File: src/rtl/seg_scan_ctrl.sv
`default_nettype none
// ============================================================================
//  Module   : seg_scan_ctrl
//  Purpose  : Time-multiplexed scan controller for DIGITS common-anode digits
//             sharing one 4-bit-to-7-segment decoder.
//  Revision : 1.0 - initial release
// ============================================================================
module seg_scan_ctrl #(
   parameter int DIGITS = 4,
   parameter int DIV    = 4
) (
   input  logic                  clk,
   input  logic                  rst,
   input  logic                  en,
   input  logic [4*DIGITS-1:0]   data,
   input  logic [DIGITS-1:0]     blank_mask,
   input  logic                  lz_sup,
   output logic [3:0]            b,
   output logic [DIGITS-1:0]     an,
   output logic                  frame
);

   localparam int c_CW = (DIV > 1) ? $clog2(DIV) : 1;
   localparam int c_IW = (DIGITS > 1) ? $clog2(DIGITS) : 1;

   localparam logic [c_CW-1:0] c_CNT_LAST = c_CW'(DIV - 1);
   localparam logic [c_IW-1:0] c_IDX_LAST = c_IW'(DIGITS - 1);
   localparam logic [c_IW-1:0] c_IDX_ONE  = c_IW'(1);
   localparam logic [c_CW-1:0] c_CNT_ONE  = c_CW'(1);

   logic [c_CW-1:0]       r_cnt;
   logic [c_IW-1:0]       r_idx;
   logic [4*DIGITS-1:0]   r_shadow_data;
   logic [DIGITS-1:0]     r_shadow_mask;
   logic                  r_shadow_lz;
   logic                  r_frame;

   logic                  w_slot_end;
   logic                  w_frame_end;
   logic                  w_capture;
   logic [3:0]            w_nib [DIGITS];
   logic [DIGITS-1:0]     w_nib_zero;
   logic [DIGITS-1:0]     w_upper_zero;
   logic [DIGITS-1:0]     w_sel;
   logic                  w_lz_dark;
   logic                  w_dark;

   assign w_slot_end  = (r_cnt == c_CNT_LAST);
   assign w_frame_end = w_slot_end && (r_idx == c_IDX_LAST);
   assign w_capture   = en && w_frame_end;

   // Scan position, shadow registers and the frame pulse
   always_ff @(posedge clk) begin
      if (rst) begin
         r_cnt         <= '0;
         r_idx         <= '0;
         r_shadow_data <= '0;
         r_shadow_mask <= '0;
         r_shadow_lz   <= 1'b0;
         r_frame       <= 1'b0;
      end else begin
         r_frame <= w_capture;
         if (en) begin
            if (w_slot_end) begin
               r_cnt <= '0;
               r_idx <= (r_idx == c_IDX_LAST) ? '0 : r_idx + c_IDX_ONE;
            end else begin
               r_cnt <= r_cnt + c_CNT_ONE;
            end
         end
         if (w_capture) begin
            r_shadow_data <= data;
            r_shadow_mask <= blank_mask;
            r_shadow_lz   <= lz_sup;
         end
      end
   end

   generate
      for (genvar gi = 0; gi < DIGITS; gi++) begin : g_digit
         assign w_nib[gi]      = r_shadow_data[4*gi +: 4];
         assign w_nib_zero[gi] = (r_shadow_data[4*gi +: 4] == 4'd0);
         assign w_sel[gi]      = (r_idx == c_IW'(gi));
      end
   endgenerate

   // w_upper_zero[i]: every nibble from i up to the most significant is zero
   always_comb begin
      logic v_acc;
      v_acc        = 1'b1;
      w_upper_zero = '0;
      for (int i = DIGITS - 1; i >= 0; i--) begin
         v_acc           = v_acc & w_nib_zero[i];
         w_upper_zero[i] = v_acc;
      end
   end

   // Digit 0 is never suppressed so an all-zero value still shows one "0"
   assign w_lz_dark = r_shadow_lz && (r_idx != '0) && w_upper_zero[r_idx];

   assign w_dark = !en
                || (r_cnt == '0)
                || r_shadow_mask[r_idx]
                || w_lz_dark;

   assign b     = w_nib[r_idx];
   assign an    = w_dark ? {DIGITS{1'b1}} : ~w_sel;
   assign frame = r_frame;

endmodule
`default_nettype wire

File: config.mk
export PLATFORM = sky130hd
export DESIGN_NAME = seg_scan_ctrl
export DESIGN_NICKNAME = d
export VERILOG_FILES = /design/src/rtl/seg_scan_ctrl.sv
export SDC_FILE = /design/constraint.sdc
export NUM_CORES = 1
export LEC_CHECK = 0
export ABC_AREA = 1
export CAP_MARGIN = 15
export CELL_PAD_IN_SITES_DETAIL_PLACEMENT = 1
export CELL_PAD_IN_SITES_GLOBAL_PLACEMENT = 1
export CORE_MARGIN = 2
export CORE_UTILIZATION = 36
export DETAILED_ROUTE_END_ITERATION = 6
export PLACE_DENSITY = 0.92
export SLEW_MARGIN = 10
export SYNTH_ARGS = -nofsm -noshare
export SYNTH_HDL_FRONTEND = slang
export SYNTH_SLANG_ARGS = --single-unit
File: constraint.sdc
create_clock -name clk -period 2.18 [get_ports clk]
set_input_delay 0.327 -clock clk [delete_from_list [all_inputs] [get_ports clk]]
set_output_delay 0.327 -clock clk [all_outputs]
set_load 0.05 [all_outputs]
== After elaboration in Yosys (flattened, before gate mapping) ==
Cells that the tools add are included.

* $add $sub $neg: 2
* Order comparisons: 2
* Eq/ne operators: 4
* Muxes and demuxes: 10
* Bitwise operators: 5
* Reductions and logical operators: 16

{| class="wikitable"
|+ Operators by type and width
! operator !! count
|-
| logical NOT 4 bit || 4
|-
| two-way mux 4 bit || 3
|-
| binary-select mux 4 bit (select 2 bit) || 1
|-
| == test 2 bit, second input constant || 3
|-
| adder 2 x 1 -> 2 bit, second input constant || 2
|-
| binary-select mux 1 bit (select 2 bit) || 2
|-
| logical AND 1 bit || 4
|-
| logical NOT 2 bit || 2
|-
| two-way mux 2 bit || 2
|-
| inverter 4 bit || 1
|-
| bitwise AND 1 bit || 3
|-
| >= comparator 3 bit, second input constant || 1
|-
| logical OR 1 bit || 3
|-
| less-than comparator 2 x 3 -> 1 bit, second input constant || 1
|-
| inverter 2 -> 3 bit || 1
|-
| == test 2 x 1 -> 1 bit, second input constant || 1
|-
| two-way mux 1 bit || 2
|-
| AND reduction 2 bit || 1
|-
| nonzero test 2 bit || 1
|-
| logical NOT 1 bit || 1
|}

* Register bits: 26
* Bits of input ports: 24

== Logic depth before layout (Yosys ltp) ==
Gate-level depths: netlist of run 1.

* Depth after elaboration: 9
* Depth in mapped cells: 9
* Mapped depth without buffers: 7

== Least setup slack after synthesis of run 1 ==
No wires, ideal clock.

* Path kind: reg-to-output
* Start: register r_idx[0]
* End: output an[0]
* Arrival time: 1.572 ns
* Data required time: 1.853 ns
* Path slack: 0.281 ns
* Cell stages (with the launch flop): 10
* Path buffers: 2
* Cells stage by stage: dfxtp_1 buf_6 inv_8 buf_6 ha_1 nor2_1 nand3_1 nor2_1 nand2_1 nand3_1

* Cells in the longest elaborated chain, start to end: 5
* Elaborated cells between the ends (all ways): 12
* Classes of those cells: mux (5); bitwise (1); reduce/logical (6)

{| class="wikitable"
|+ RTL lines
! element !! RTL line !! text
|-
| start: declaration || 32 || <nowiki>logic [c_IW-1:0] r_idx;</nowiki>
|-
| start signal: assignment || 66 || <nowiki>r_idx <= (r_idx == c_IDX_LAST) ? '0 : r_idx + c_IDX_ONE;</nowiki>
|-
| binary-select mux 1 bit (select 2 bit), or another cell as far along || 103 || <nowiki>|| r_shadow_mask[r_idx]</nowiki>
|-
| two-way mux 1 bit (not written as such), or another cell as far along || 103 ||
|-
| logical OR 1 bit / logical AND 1 bit (equally long branches) || 103, 99 ||
|-
| logical OR 1 bit || 104 || <nowiki>|| w_lz_dark;</nowiki>
|-
| two-way mux 4 bit (*) || 107 || <nowiki>assign an = w_dark ? {DIGITS{1'b1}} : ~w_sel;</nowiki>
|-
| end: declaration || 19 || <nowiki>output logic [DIGITS-1:0] an,</nowiki>
|}

Mark *: on every way between the ends. The rest lies on a longest branch, timed or not. The select of a mux whose other input is x is not followed.

== Worst setup path in the final report of run 1 ==
* Start: register r_idx[1]
* End: output an[0]

The elaborated chain is that of the path after synthesis.

==> results of run 1 <==
==> how the worst min path moves through the flow <==
| stage | end | slack, ns | depth (start not counted) |
|---|---|---|---|
| 5_1_grt | r_shadow_lz$_SDFFE_PP0P_ | 0.51 | 2 |
| 2_1_floorplan | r_cnt[0]$_SDFFE_PP0P_ | 0.40 | 1 |
| 3_5_place_dp | r_shadow_lz$_SDFFE_PP0P_ | 0.47 | 2 |
| 3_3_place_gp | r_shadow_mask[0]$_SDFFE_PP0P_ | 0.46 | 2 |
| 6_report | r_shadow_mask[1]$_SDFFE_PP0P_ | 0.48 | 2 |
| 4_1_cts | r_shadow_mask[1]$_SDFFE_PP0P_ | 0.49 | 2 |
==> placed cells by master (no fill, tap or decap) <==
master | synthesis | final
nand2_4 | 1 | 1
a21oi_1 | 17 | 17
nand2_1 | 49 | 49
inv_2 | 3 | 4
ha_1 | 6 | 6
buf_12 | 0 | 8
o21ai_0 | 9 | 9
clkbuf_4 | 0 | 3
inv_1 | 13 | 12
o21ai_2 | 6 | 6
nor2_2 | 1 | 1
dfxtp_4 | 0 | 1
nand2_2 | 2 | 2
nand3_1 | 19 | 19
clkdlybuf4s50_1 | 0 | 24
nor2_1 | 13 | 13
dfxtp_1 | 26 | 24
inv_8 | 1 | 1
buf_4 | 1 | 2
nand3_2 | 1 | 1
dfxtp_2 | 0 | 1
nor3_1 | 2 | 2
==> power by group through the flow <==
stage          registers [mW]  logic (mW)  clock network, mW
6_report                0.482       0.114              0.207
2_1_floorplan           0.492      0.0472                  0
3_3_place_gp            0.493       0.110                  0
3_5_place_dp            0.493       0.115                  0
4_1_cts                 0.483       0.115              0.211
5_1_grt                 0.483       0.124              0.231
==> worst max-delay path, stage by stage (launching register included) <==
cell     delay [ns]
dfxtp_4        0.40
inv_2          0.10
ha_1           0.21
nor2_1         0.09
nand3_1        0.09
nor2_1         0.12
nand2_1        0.11
nand3_1        0.14
buf_12         0.15
==> cells by family (layout without fill, tap and decap cells) <==
| group | count (synthesis) | in the layout | share of synthesized area, % |
|---|---|---|---|
| and+or+nand+nor | 88 | 88 | 29.3 |
| adders and majority gates | 6 | 6 | 5.82 |
| AOI/OAI and AO/OA | 32 | 32 | 14.2 |
| buffers and inverters | 24 | 54 | 10.4 |
| DFF | 26 | 26 | 40.3 |
==> per-stage QoR <==
| stage | power, mW | util, % |
|---|---|---|
| 2_1_floorplan | 0.539 | - |
| 3_3_place_gp | 0.603 | 50.2 |
| 3_5_place_dp | 0.608 | 50.2 |
| 4_1_cts | 0.809 | 50.8 |
| 5_1_grt | 0.837 | 51.0 |
| 6_report | 0.803 | 51.0 |
==> per-layer routing <==
layer	vias to the layer above	wire (um)
li1	631	-
met1	568	1530
met2	18	1770
met3	5	102
met4	0	46
met5	-	0
==> synthesized netlist by cell type, drive strengths merged <==
cell / count / area [um2]
buf: 7 / 62.6
nand2: 52 / 208
a21oi: 17 / 85.1
ha: 6 / 75.1
o21ai: 15 / 97.6
dfxtp: 26 / 521
inv: 17 / 71.3
nor2: 14 / 55.1
nand3: 20 / 105
nor3: 2 / 10.0
==> flip-flops by register name, indices dropped and copies added, names as in the netlist <==
name           flops
r_shadow_mask      4
r_shadow_data     16
frame              1
r_cnt              2
r_shadow_lz        1
r_idx              2
==> area by class of cell <==
| class | count | area (um2) | area share [%] |
|---|---|---|---|
| Multi-Input combinational cell | 126 | 636 | 36.8 |
| Sequential cell | 26 | 526 | 30.4 |
| Timing Repair Buffer | 34 | 415 | 24.0 |
| Inverter | 17 | 71.3 | 4.13 |
| Tap cell | 46 | 57.6 | 3.33 |
| Clock buffer | 3 | 22.5 | 1.30 |
==> what timing repair did <==
action | 4_1_cts | 5_1_grt
gates cloned | 0 | 0
setup endpoints to repair | 4 | 4
hold endpoints to repair | 0 | 0
resized for setup | 1 | 3
hold buffers | 0 | 0
pin swaps | 0 | 0
==> results by group, run 1 <==
Detailed routing
  – Vias: 1222
  – Wire per inst: ~14 um
  – Post-route DRC: 0
  – Drt first pass iters: 4
  – Final ANT Viol Nets: 0
  – DR iter-0 viols: ~40
  – Final WL: 3450 um
  – Post-DR vias/cell: ~4.8

Placed design
  – Port-buffer cells: 32
  – Pre-CTS setup slack: between 0.2 and 0.3 ns
  – Detailed-placement wirelength estimate: about 2700 um
  – Placed cell area: roughly 1700 um2
  – Cells after DPL: ~250
  – Routability cong.: between 0.7 and 0.8

Global route
  – Total gr overflow: 0
  – Initial antenna violation count: 0
  – Routing usage on met2: between 30 and 40%
  – Met3 Use GR: between 3 and 4%
  – Vias in the first global route: between 1000 and 1500
  – M1 GR Usage: between 20% and 30%
  – Largest net degree at the start of global routing: 23
  – GRT Overall Usage: between 10% and 20%
  – First-pass GRT wire length: about 5900 um
  – Global route hottest layer: met2

Floorplan
  – Die Y: 63.9 um
  – Starting density of the core: a little under two fifths
  – I/O Pins: 33
  – Core area: between 3000 and 4000 um2
  – Die area: around 4100 um2
  – Num rows: 21
  – Die W: approximately 64 um

Logic synthesis
  – Netlist cell types: 19
  – Syn Inst Count: 176
  – Proportion of synthesized chip area in sequential cells: between 40% and 50%
  – Synthesized flop and latch total: 26
  – Synthesized area: 1290 um2
  – Avg Inst Size Synth: between 7 and 8 um2
  – Synth warn: 0
  – Syn nets: about 210

Power and ir drop
  – Flop pwr share: between 60% and 70%
  – Leak: between 0.7 and 0.8 nW
  – Clock power share: 25.8%
  – Worst vdd ir: about 0.33 mV
  – Comb power frac: ~14%
  – Switching Share: 24.6%
  – Switching Power: ~0.20 mW
  – Int Pwr: slightly above 0.6 mW
  – Pwr Density: 465 nW/um2

STA
  – Final Skew: 0.00711 ns
  – RSZ-0062 raised after global routing: true
  – Fin crit share: between 90 and 100%
  – Setup-failing EPs final: 0
  – Setup TNS: 0 ns
  – Worst Max-Slew Pin Slew: 0.518 ns
  – Pins Over Slew Limit: 0
  – Hold Vio Cnt, Final: 0
  – Setup ws final: around 0.11 ns
  – Fmax: 484 MHz
  – Fin Hold WS: 0.483 ns
  – Slew margin rel.: 65.4%
  – Crit path time final: between 2 and 2.5 ns

Finish
  – Syn-to-layout area delta: 33.9%
  – Cell area after layout: around 1700 um2
  – Fill count: approximately 420
  – Final net count: 238
  – Final Instance Count excl. Fillers: 252
  – Layout cell share with drive strength beyond 1: 15.0%
  – Antenna diode count: 0

Setup path
  – CP endpoint: an[0]
  – CP Launch Type: flop
  – Crit. Startpoint: r_idx[1]$_SDFFE_PP0P_
  – Worst-path fanout max: 13
  – FF-to-FF setup slack: between 0.6 and 0.7 ns
  – R2R Path End: r_shadow_mask[0]$_SDFFE_PP0P_
  – Crit path DAT: ~1.7 ns
  – Req. time, crit path: 1.85 ns
  – Worst Reg2Reg Path Length in Cells: 6
  – Critical path class: reg -> out
  – Crit path capture type: output port
  – FF-to-FF Start: r_idx[0]$_SDFFE_PP0P_

Status
  – Status: finished clean

CTS
  – Clock transition at path regs: roughly 0.14 ns
  – Clk_lat worst skew: 0.33 ns
  – Post-CTS Setup Inserts: 0
  – Max Root-Sink Buffers: 2
  – TritonCTS clock tree: done
  – Root Driver: clkbuf_4
  – CTS buffer count: 3
  – CTS sink count: 26
  – H-tree depth: 1

Flow run
  – Number of max-cap violations: 0

Hold path
  – Worst hold path class: reg -> reg
  – Hold path startpoint: r_shadow_mask[1]$_SDFFE_PP0P_
Power figures use the tool's default switching activity.
==> run 2, diff against run 1 <==
- CORE_ASPECT_RATIO: default -> 1.25
- CORE_UTILIZATION: 36 -> 30
- PLACE_DENSITY: 0.92 -> 0.83
- clock period: 2.18 -> 1.9 ns (I/O delays scaled with it)
==> run 2 against run 1 <==
Against the previous run:
- non-clock buffer count grew 3
- power up 43%
- sequential share of layout area decreased by 2.3 points
- clock power grew 120%
- global-route usage down 3.4 points
- sequential power grew 14%
- critical endpoint is now an[3]
- routed wire length rose by 2.0%
- highest routed layer unchanged
- register-to-register slack got worse by 0.23 ns
- die area rose by 19%
- cell count grew 5.6%
- sequential cell count did not move
- clock skew decreased by 0.0028 ns
==> results by group, run 2 (synthesis gave the netlist of run 1 again) <==
Placed design
  – Routability cong.: around 0.80
  – Detailed-placement wirelength estimate: 2410 um
  – Placed cell area: approximately 1700 um2
  – Port-buffer cells: 32

Setup path
  – Crit path capture type: output port
  – Crit path DAT: 1.61 ns
  – Critical path class: reg -> out
  – Req. time, crit path: about 1.6 ns
  – FF-to-FF setup slack: ~0.41 ns
  – CP Launch Type: flop
  – Worst-path fanout max: 11

Finish
  – Antenna diode count: 0
  – Largest regs: r_shadow_data (16), r_shadow_mask (4)
  – Biggest register: r_shadow_data
  – Max reg flops: 16
  – Commonest cells after routing, fill and taps aside: 48 x nand2_1, 24 x dfxtp_1, 24 x clkdlybuf4s50_1
  – Util after Layout: 45.8%
  – Syn-to-layout area delta: 45.5%
  – Cell area after layout: between 1500 and 2000 um2
  – Commonest non-fill, non-tap cell in the layout: nand2_1
  – Layout cell share with drive strength beyond 1: approximately 22%
  – Final net count: approximately 240

Detailed routing
  – Final WL: 3520 um
  – Final ANT Viol Nets: 0
  – Wire per inst: 13.2 um
  – Vias: around 1200
  – DR iter-0 viols: 14
  – Drt first pass iters: 4
  – Post-DR vias/cell: around 4.6
  – Post-route DRC: 0

CTS
  – TritonCTS clock tree: done
  – CTS buffer count: 3
  – H-tree depth: 1
  – CTS sink count: 26
  – Root Driver: clkbuf_8
  – Clk_lat worst skew: 0.27 ns
  – Clock transition at path regs: 0.08 ns
  – Hold buffers post-CTS: 0
  – Max Root-Sink Buffers: 2

STA
  – RSZ-0062 raised after global routing: true
  – Fmax: about 530 MHz
  – Crit path time final: between 1.5 and 2 ns
  – Final Skew: between 0.004 and 0.005 ns
  – Pins Over Slew Limit: 0
  – Fin Hold WS: around 0.48 ns
  – Setup-failing EPs final: 0
  – Fin crit share: ~100%
  – Hold Vio Cnt, Final: 0
  – Worst Max-Slew Pin Slew: 0.493 ns
  – Slew margin rel.: between 60% and 70%

Global route
  – First-pass GRT wire length: slightly below 6000 um
  – Largest net degree at the start of global routing: 23
  – Initial antenna violation count: 0
  – Vias in the first global route: 1291
  – GRT Overall Usage: between 15 and 20%
  – Total gr overflow: 0

Floorplan
  – I/O Pins: 33
  – Die Y: 77.3 um
  – Die area: between 4000 and 5000 um2
  – Core area: between 4000 and 5000 um2
  – Starting density of the core: a little under a third
  – Num rows: 26
  – Die W: about 63 um

Power and ir drop
  – Leak: between 0.7 and 0.8 nW
  – Worst vdd ir: 0.209 mV
  – Pwr Density: 612 nW/um2

Flow run
  – Number of max-cap violations: 0

Status
  – Status: finished clean

Hold path
  – Worst hold path class: reg -> reg
-- run 2: cell types whose count changed in the layout (fill, tap and decap cells not counted), sizes merged --
| cell | before | now |
|---|---|---|
| buf | 10 | 13 |
| bufinv | 0 | 1 |
-- run 2: area by class of cell --
| cell class | instances | area, um2 |
|---|---|---|
| inverters | 17 | 71.3 |
| fillers | 509 | 2220 |
| repair buffers | 37 | 438 |
| clock inverters | 1 | 30.0 |
| multi-input cells | 126 | 698 |
| well taps | 56 | 70.1 |
| flip-flops and latches | 26 | 528 |
| clock buffers | 3 | 41.3 |
-- run 2: metal layers --
layer  track usage, %  part of all wire [%]
met1             18.3                    44
met2             25.8                    50
met3             2.64                   3.1
met4             7.33                   2.7
met5                0                     0
-- run 2: repair_timing --
action                     in CTS  in global routing
setup endpoints to repair       4                  4
setup buffers                   0                  2
resized for setup              10                 10
pin swaps                       2                  6
-- run 2: power by group --
group	switching [mW]	total, mW	leakage [nW]	internal, mW
logic	0.0648	0.142	0.549	0.0768
registers	0.00423	0.551	0.211	0.547
clock network	0.173	0.455	0.0357	0.282
-- run 2: worst paths after layout --
path / cells past startpoint / end / from
max reg2reg: 5 / r_shadow_lz$_SDFFE_PP0P_ / r_idx[0]$_SDFFE_PP0P_
max: 6 / an[3] / r_idx[0]$_SDFFE_PP0P_
min reg2reg: 2 / r_shadow_mask[2]$_SDFFE_PP0P_ / r_shadow_mask[2]$_SDFFE_PP0P_
min: 2 / r_shadow_mask[2]$_SDFFE_PP0P_ / r_shadow_mask[2]$_SDFFE_PP0P_
-- run 2: metrics by stage --
step           TNS (ns)  cells  total power [mW]  setup slack (ns)
2_1_floorplan         0    176             0.619            0.0429
3_3_place_gp          0    260             0.695             0.134
3_5_place_dp          0    260             0.697            0.0660
4_1_cts               0    264              1.16           0.00179
5_1_grt          -0.143    266              1.19           -0.0413
6_report              0    266              1.15           0.00462
-- run 2: critical path, cell delays in order (launching register included) --
cell	delay, ns
dfxtp_4	0.37
buf_4	0.18
o21ai_1	0.23
a21oi_2	0.08
nor2_4	0.19
nand3_2	0.12
buf_12	0.16
==> RTL change: new RTL, config.mk and constraints of run 2 <==
Change the parameter `DIGITS` from 4 to 2.
--- a/src/rtl/seg_scan_ctrl.sv
+++ b/src/rtl/seg_scan_ctrl.sv
@@ -6,7 +6,7 @@
 //  Revision : 1.0 - initial release
 // ============================================================================
 module seg_scan_ctrl #(
-   parameter int DIGITS = 4,
+   parameter int DIGITS = 2,
    parameter int DIV    = 4
 ) (
    input  logic                  clk,
Ports: changed (resized an, blank_mask and data); port bits go from 33 to 21. No check against the original RTL was run, so the function may have changed too.
==> RTL change against run 2 <==
- area after synthesis decreased by 41%
- worst setup slack improved by 190 ps
- fmax increased by 11%
- largest cell class unchanged
- final cell count decreased by 43%
- hold slack got worse by 13 ps
- wire length decreased by 51%
- non-clock buffer count decreased by 13
- sequential cell count decreased by 11
- global-route usage decreased by 1.6 points
- critical endpoint is now an[0]
- register-to-register slack improved by 280 ps
- final area decreased by 46%
- total power decreased by 48%
==> RTL change: results (changes against run 2) <==
===========================================================================
Largest net degree at the start of global routing ............           15   -35%
Wire length of the first global-routing pass .................      2960 um   -49%
Count of vias placed by the detailed router ..................          674   -45%
Outcome ...................................................... finished, final reports clean
Met3 layer usage reported by global route ....................       0.0200   -0.00639
DRC marker count from the first detailed-route iteration .....            1   -13
Placed Cells incl. Taps ......................................          147   -43%
Hold EP ...................................................... r_shadow_data[1]
Count of input and output buffers ............................           20   -38%
Register-to-register setup slack .............................       690 ps   +280 ps
Number of fill cells in the layout ...........................          323   -37%
Maximum vdd ir drop ..........................................       272 uV   +30%
Met1 usage ...................................................        0.150   -0.0327
Root Driver ..................................................     clkbuf_4
Measured slew at the worst slew-check pin ....................       489 ps   -3.45 ps
Most frequent cells after synthesis .......................... 24 x nand2_1, 16 x nand3_1, 15 x dfxtp_1
Clock transition at the registers of the reported paths ......       100 ps   +20 ps
Hold Crit Start .............................................. r_shadow_data[1]
Post-cts resize count ........................................            0   -10
Fraction of layout instances using a drive strength above 1 ..        0.237   +0.0182
WP data arrival ..............................................      1420 ps   -190 ps
Met2 layer usage reported by global route ....................        0.245   -0.0134
Routability-driven placement congestion ratio ................        0.722   -10%
Worst setup skew after layout ................................      1.21 ps   -3.05 ps
Cell depth of the worst flop-to-flop path ....................            6   +1
Main area contributors after synthesis ....................... dfxtp_1 40%, nand3_2 12%, nand2_1 12%
Nets in the synthesized netlist ..............................          111   -46%
Share of synthesized area occupied by flip-flops and latches .        0.397   -0.00614
Maximum fanout count along the critical path .................            3   -8
Leakage power ................................................  0.000474 uW   -40%
Registers with the most flip-flops ........................... r_shadow_data (8), r_cnt (2), r_shadow_mask (2)
Via count of the first global-routing pass ...................          694   -46%
===========================================================================
RTL change: logic make-up (layout without fill, tap and decap cells):
family / count (synthesis) / count (layout) / synth area share
flops: 15 / 15 / 0.397
buf+inv: 13 / 36 / 0.108
compound gates: 5 / 5 / 0.0331
simple gates: 60 / 60 / 0.429
fa+ha+maj: 2 / 2 / 0.0331
RTL change: power by group:
part | switching [uW] | total, uW | leakage (uW) | internal (uW)
Combinational | 40.6 | 80.4 | 0.000335 | 39.8
Sequential | 3.48 | 322 | 0.000121 | 319
Clock | 113 | 191 | 0.0000177 | 78.3
RTL change: cell type report:
class	instances	area [sq um]	area share
Inverter	8	35.0	0.0348
Clock inverter	1	5.00	0.00498
Timing Repair Buffer	24	228	0.226
Tap cell	33	41.3	0.0410
Sequential cell	15	300	0.299
Clock buffer	3	22.5	0.0224
Multi-Input combinational cell	67	374	0.372
RTL change: layer usage:
layer  part of all wire  up-vias
met5                  0        -
met2               0.51       14
li1                   -      352
met1               0.44      303
met3              0.030        5
met4              0.026        0
RTL change: per-stage QoR:
stage / util / hold slack (ps) / total power, uW / worst slack (ps)
2_1_floorplan: - / 352 / 368 / 402
3_3_place_gp: 0.407 / 449 / 408 / 290
3_5_place_dp: 0.407 / 459 / 411 / 276
4_1_cts: 0.419 / 473 / 604 / 175
5_1_grt: 0.419 / 491 / 621 / 61.1
6_report: 0.419 / 468 / 593 / 196
RTL change: worst max-delay path, cell delays in order (launching register included):
cell	delay (ps)
dfxtp_1	370
inv_1	60
ha_1	190
inv_1	50
nand2_1	40
nor2_1	140
nand3_1	80
buf_4	190
RTL change: how the worst max path moves through the flow:
| stage | slack (ps) | depth (start not counted) | start | to |
|---|---|---|---|---|
| 6_report | 200 | 7 | r_cnt[0] | an[0] |
| 5_1_grt | 60 | 7 | r_cnt[0] | an[0] |
| 4_1_cts | 180 | 7 | r_cnt[0] | an[0] |
| 2_1_floorplan | 400 | 4 | r_idx | b[1] |
| 3_3_place_gp | 290 | 5 | en | an[0] |
| 3_5_place_dp | 280 | 5 | en | an[0] |
